--- src/rtl/coin_pulse_conditioner.sv ---
// Multi-channel coin sensor front end: synchronise, debounce, rising-edge pulse,
// and a saturating weighted credit accumulator with sticky saturation flag.
module coin_pulse_conditioner #(
  parameter int unsigned      CH     = 2,
  parameter int unsigned      SYNC   = 2,
  parameter int unsigned      DEB    = 4,
  parameter int unsigned      CW     = 8,
  parameter logic [CH*CW-1:0] WEIGHT = {8'd2, 8'd1}
) (
  input  logic          clk,
  input  logic          rst_n,
  input  logic [CH-1:0] coin_in,
  input  logic          inhibit,
  input  logic          clr,
  output logic [CH-1:0] pulse,
  output logic [CW-1:0] credit,
  output logic          sat
);

  localparam int unsigned CNT_W = $clog2(DEB) + 1;
  localparam int unsigned SUM_W = CW + $clog2(CH) + 1;
  localparam logic [SUM_W-1:0] CMAX = {{(SUM_W-CW){1'b0}}, {CW{1'b1}}};
  localparam logic [CNT_W-1:0] CNT_LAST = CNT_W'(DEB - 1);

  logic [CH-1:0][SYNC-1:0]  sync_q;
  logic [CH-1:0]            s;
  logic [CH-1:0]            lvl_q, lvl_d;
  logic [CH-1:0][CNT_W-1:0] cnt_q, cnt_d;
  logic [CH-1:0]            pulse_d;
  logic [SUM_W-1:0]         add, base, total;
  logic [CW-1:0]            credit_d;
  logic                     sat_d;

  always_comb begin
    for (int unsigned i = 0; i < CH; i++) begin
      s[i] = sync_q[i][SYNC-1];
    end
  end

  // Debounce: a new level is accepted once it has mismatched for DEB cycles.
  always_comb begin
    lvl_d   = lvl_q;
    cnt_d   = cnt_q;
    pulse_d = '0;
    for (int unsigned i = 0; i < CH; i++) begin
      if (s[i] == lvl_q[i]) begin
        cnt_d[i] = '0;
      end else if (cnt_q[i] == CNT_LAST) begin
        lvl_d[i]   = s[i];
        cnt_d[i]   = '0;
        pulse_d[i] = s[i] & ~inhibit;
      end else begin
        cnt_d[i] = cnt_q[i] + CNT_W'(1);
      end
    end
  end

  // Weighted credit with saturation; clr only zeroes the base, so a same-cycle add survives.
  always_comb begin
    add = '0;
    for (int unsigned i = 0; i < CH; i++) begin
      if (pulse[i]) begin
        add = add + SUM_W'(WEIGHT[i*CW +: CW]);
      end
    end
    base  = clr ? '0 : SUM_W'(credit);
    total = base + add;
    if (total > CMAX) begin
      credit_d = '1;
      sat_d    = 1'b1;
    end else begin
      credit_d = total[CW-1:0];
      sat_d    = clr ? 1'b0 : sat;
    end
  end

  always_ff @(posedge clk) begin
    if (!rst_n) begin
      sync_q <= '0;
      lvl_q  <= '0;
      cnt_q  <= '0;
      pulse  <= '0;
      credit <= '0;
      sat    <= 1'b0;
    end else begin
      for (int unsigned i = 0; i < CH; i++) begin
        sync_q[i] <= {sync_q[i][SYNC-2:0], coin_in[i]};
      end
      lvl_q  <= lvl_d;
      cnt_q  <= cnt_d;
      pulse  <= pulse_d;
      credit <= credit_d;
      sat    <= sat_d;
    end
  end

endmodule
--- config.mk ---
export PLATFORM = sky130hd
export DESIGN_NAME = coin_pulse_conditioner
export DESIGN_NICKNAME = d
export VERILOG_FILES = /design/src/rtl/coin_pulse_conditioner.sv
export SDC_FILE = /design/constraint.sdc
export NUM_CORES = 1
export LEC_CHECK = 0
export BUFFER_PORTS_ARGS = -buffer_cell sky130_fd_sc_hd__buf_2
export CORE_MARGIN = 4
export CORE_UTILIZATION = 47
export DETAILED_ROUTE_END_ITERATION = 8
export PLACE_DENSITY = 0.77
export SETUP_SLACK_MARGIN = 0.1
export SKIP_CTS_REPAIR_TIMING = 1
export SYNTH_ARGS = -nofsm -noshare
export SYNTH_HDL_FRONTEND = slang
export SYNTH_SLANG_ARGS = --single-unit
--- constraint.sdc ---
create_clock -name clk -period 1.8 [get_ports clk]
set_input_delay 0 -clock clk [delete_from_list [all_inputs] [get_ports clk]]
set_output_delay 0 -clock clk [all_outputs]
set_load 0.1 [all_outputs]
==> impl_metrics.ini <==
[run_status]
status = finished clean

[layout]
area_delta_synth_final_pct = 18.5
drive_gt1_share_pct = 30.2
seq_area_um2 = 475
fin_area_mm2 = 0.00115
diodes = 0
filler_cell_count = 185
multi_input_area_um2 = 482
nets = 130

[timing]
fin_crit_sh_pct = 94.5
timing_hold_violations_final = 0
period_needed_ps = 1700
worst_slew_pin_slew_ps = 492
maxSlewViolCount = 0
grt_setup_unrepaired = true
slew_headroom_pct = 67.4
setup_viol = 0
fmax_mhz = 588
finClkSkew_ps = 5.59

[global_routing]
grt_max_degree = 19
grt_overflow = 0
grt_pass1_vias = 673
antenna_found_initial = 0
grtUsageTotal_pct = 12.6
grt_pass1_wl_um = 2590

[pwr]
p_total_w = 0.000771
p_leak_nw = 0.502
ir_worst_vdd_v = 0.000408
cellPowerDensity_mw_per_mm2 = 669

[setup_path]
cp-start-kind = flop
max_stage_delay_ps = 370
worstSetupPathType = flop to flop
end_kind = flop
cp_cell_sequence = and2b_1, ha_2, fa_2, inv_2, nor3_2, and4b_2, o21a_1
worstPathMaxFanout = 8
cpMaxStageDelayCell = fa_2
crit_required_ps = 2020
rrSetupSlack_ps = 100
worstPathArrival_ps = 1920

[job]
drv_cap = 0

[drt]
drt-total-wl_um = 1560
wire_per_inst_um = 10.9
viasPerCell = 4.79
ant_nets = 0
drc = 0
drt_iter0_markers = 3
drt_pass1_iterations = 4
vias = 685

[yosys]
seq_area_frac_synth_pct = 47.3
yosysUniqueCellTypes = 24
syn_area_per_cell_um2 = 10.2
synth.net_count = 108
synth_cells = 95
synth_area_um2 = 973
ys_ff_latch = 23
yosys_warnings = 0

[cts]
cts.sinks = 23
root_buffer = clkbuf_4
clk_latency_ps = 310
cts_made_buffers = 3
cts.htree.levels = 1
cts_tree = done
cts_buffer_depth = 2
cts.clk_slew.worst_paths_ps = 110

[floorplanning]
dieArea_mm2 = 0.00286
io_pins = 17
die_w_um = 53.5
core_area_mm2 = 0.00196
start_util_pct = 49.6
die_h_um = 53.5
rows = 16

[hold_path]
hp-class = input pin to flop

[place]
gp_congestion = 0.769
dp_hpwl_um = 1180
placed_cell_area_mm2 = 0.00110
port_buffers = 16
[registers in the layout (all words and copies together), names as in the netlist]
signal	flops
cnt_q	6
credit	8
lvl_q	2
pulse	2
s	2
sat	1
sync_q	2
[Yosys cell counts]
master / instances / area [µm²]
xnor2_1: 4 / 35.0
nor3_2: 1 / 10.0
inv_1: 5 / 18.8
a21boi_0: 2 / 15.0
nor3_1: 3 / 15.0
xor2_1: 3 / 26.3
nor4_2: 1 / 12.5
nand2b_4: 1 / 13.8
dfxtp_1: 23 / 460
ha_1: 6 / 75.1
nand2_1: 3 / 11.3
a21oi_1: 1 / 5.00
buf_6: 1 / 11.3
nor2_1: 9 / 33.8
o21a_1: 8 / 60.1
clkbuf_1: 2 / 7.51
and2_1: 5 / 31.3
and4b_1: 1 / 10.0
fa_1: 1 / 20.0
mux2i_1: 1 / 10.0
nand2b_1: 7 / 43.8
nand3b_1: 2 / 15.0
nand3_1: 2 / 10.0
and2b_1: 3 / 22.5
[per-stage QoR]
stage / util [%] / setup slack, ps / cells / TNS, ps / hold WS, ps
6_report: 58.8 / 98.7 / 143 / 0 / 44.5
4_1_cts: 57.2 / 28.0 / 140 / 0 / -108
2_1_floorplan: - / -74.1 / 95 / -585 / 127
5_1_grt: 58.8 / 51.6 / 143 / 0 / 47.0
3_3_place_gp: 55.9 / 71.0 / 136 / 0 / 205
3_5_place_dp: 55.9 / 42.4 / 136 / 0 / 215
[cell type report]
class	instances	area share, %
Clock buffer	4	2.28
Timing Repair Buffer	20	10.2
Multi-Input combinational cell	64	41.8
Tap cell	27	2.93
Sequential cell	23	41.2
Inverter	5	1.63
[per-layer routing]
metal | track usage (%) | part of all wire [%] | vias to the layer above | wire, µm
met4 | 9.79 | 2.6 | 0 | 40
met2 | 21.8 | 48 | 19 | 749
met1 | 13.6 | 43 | 311 | 668
met5 | 0 | 0 | - | 0
li1 | - | - | 350 | -
met3 | 1.97 | 6.2 | 5 | 96
[power breakdown]
part | total [W] | switching (W) | internal [W]
combinational | 0.0000309 | 0.0000130 | 0.0000179
sequential | 0.000513 | 0.00000231 | 0.000511
clock | 0.000227 | 0.000141 | 0.0000866
[layout by cell type, fill, tap and decap left out, types with 4 or more instances in the layout]
master / Yosys / final
nand2b_1: 7 / 7
ha_1: 6 / 5
buf_2: 0 / 16
xnor2_1: 4 / 4
inv_1: 5 / 4
nor2_1: 9 / 9
o21a_1: 8 / 8
and2_1: 5 / 5
dfxtp_2: 0 / 6
dfxtp_1: 23 / 15
[path summary, 6_finish.rpt]
kind                     to  cells past startpoint       from
setup / recovery  credit[4]                      7  credit[0]
hold / removal    credit[3]                      2      rst_n
setup reg to reg  credit[4]                      7  credit[0]
hold reg to reg    cnt_q[3]                      1   cnt_q[3]
[worst max-delay path, delay by kind of cell (launching register included)]
kind,cells,cell delay (ps)
compound gates,1,190
simple gates,3,450
fa+ha+maj,2,550
buf+inv,1,70
flops,1,350
[kinds of logic after synthesis]
group	share of synthesized area [%]
buffers and inverters	3.86
multiplexers	1.03
AO/OA/AOI/OAI	8.23
flip-flops	47.3
AND/OR/NAND/NOR	23.5
adder cells (fa/ha/maj)	9.77
XOR/XNOR	6.30
Power figures use the tool's default switching activity.
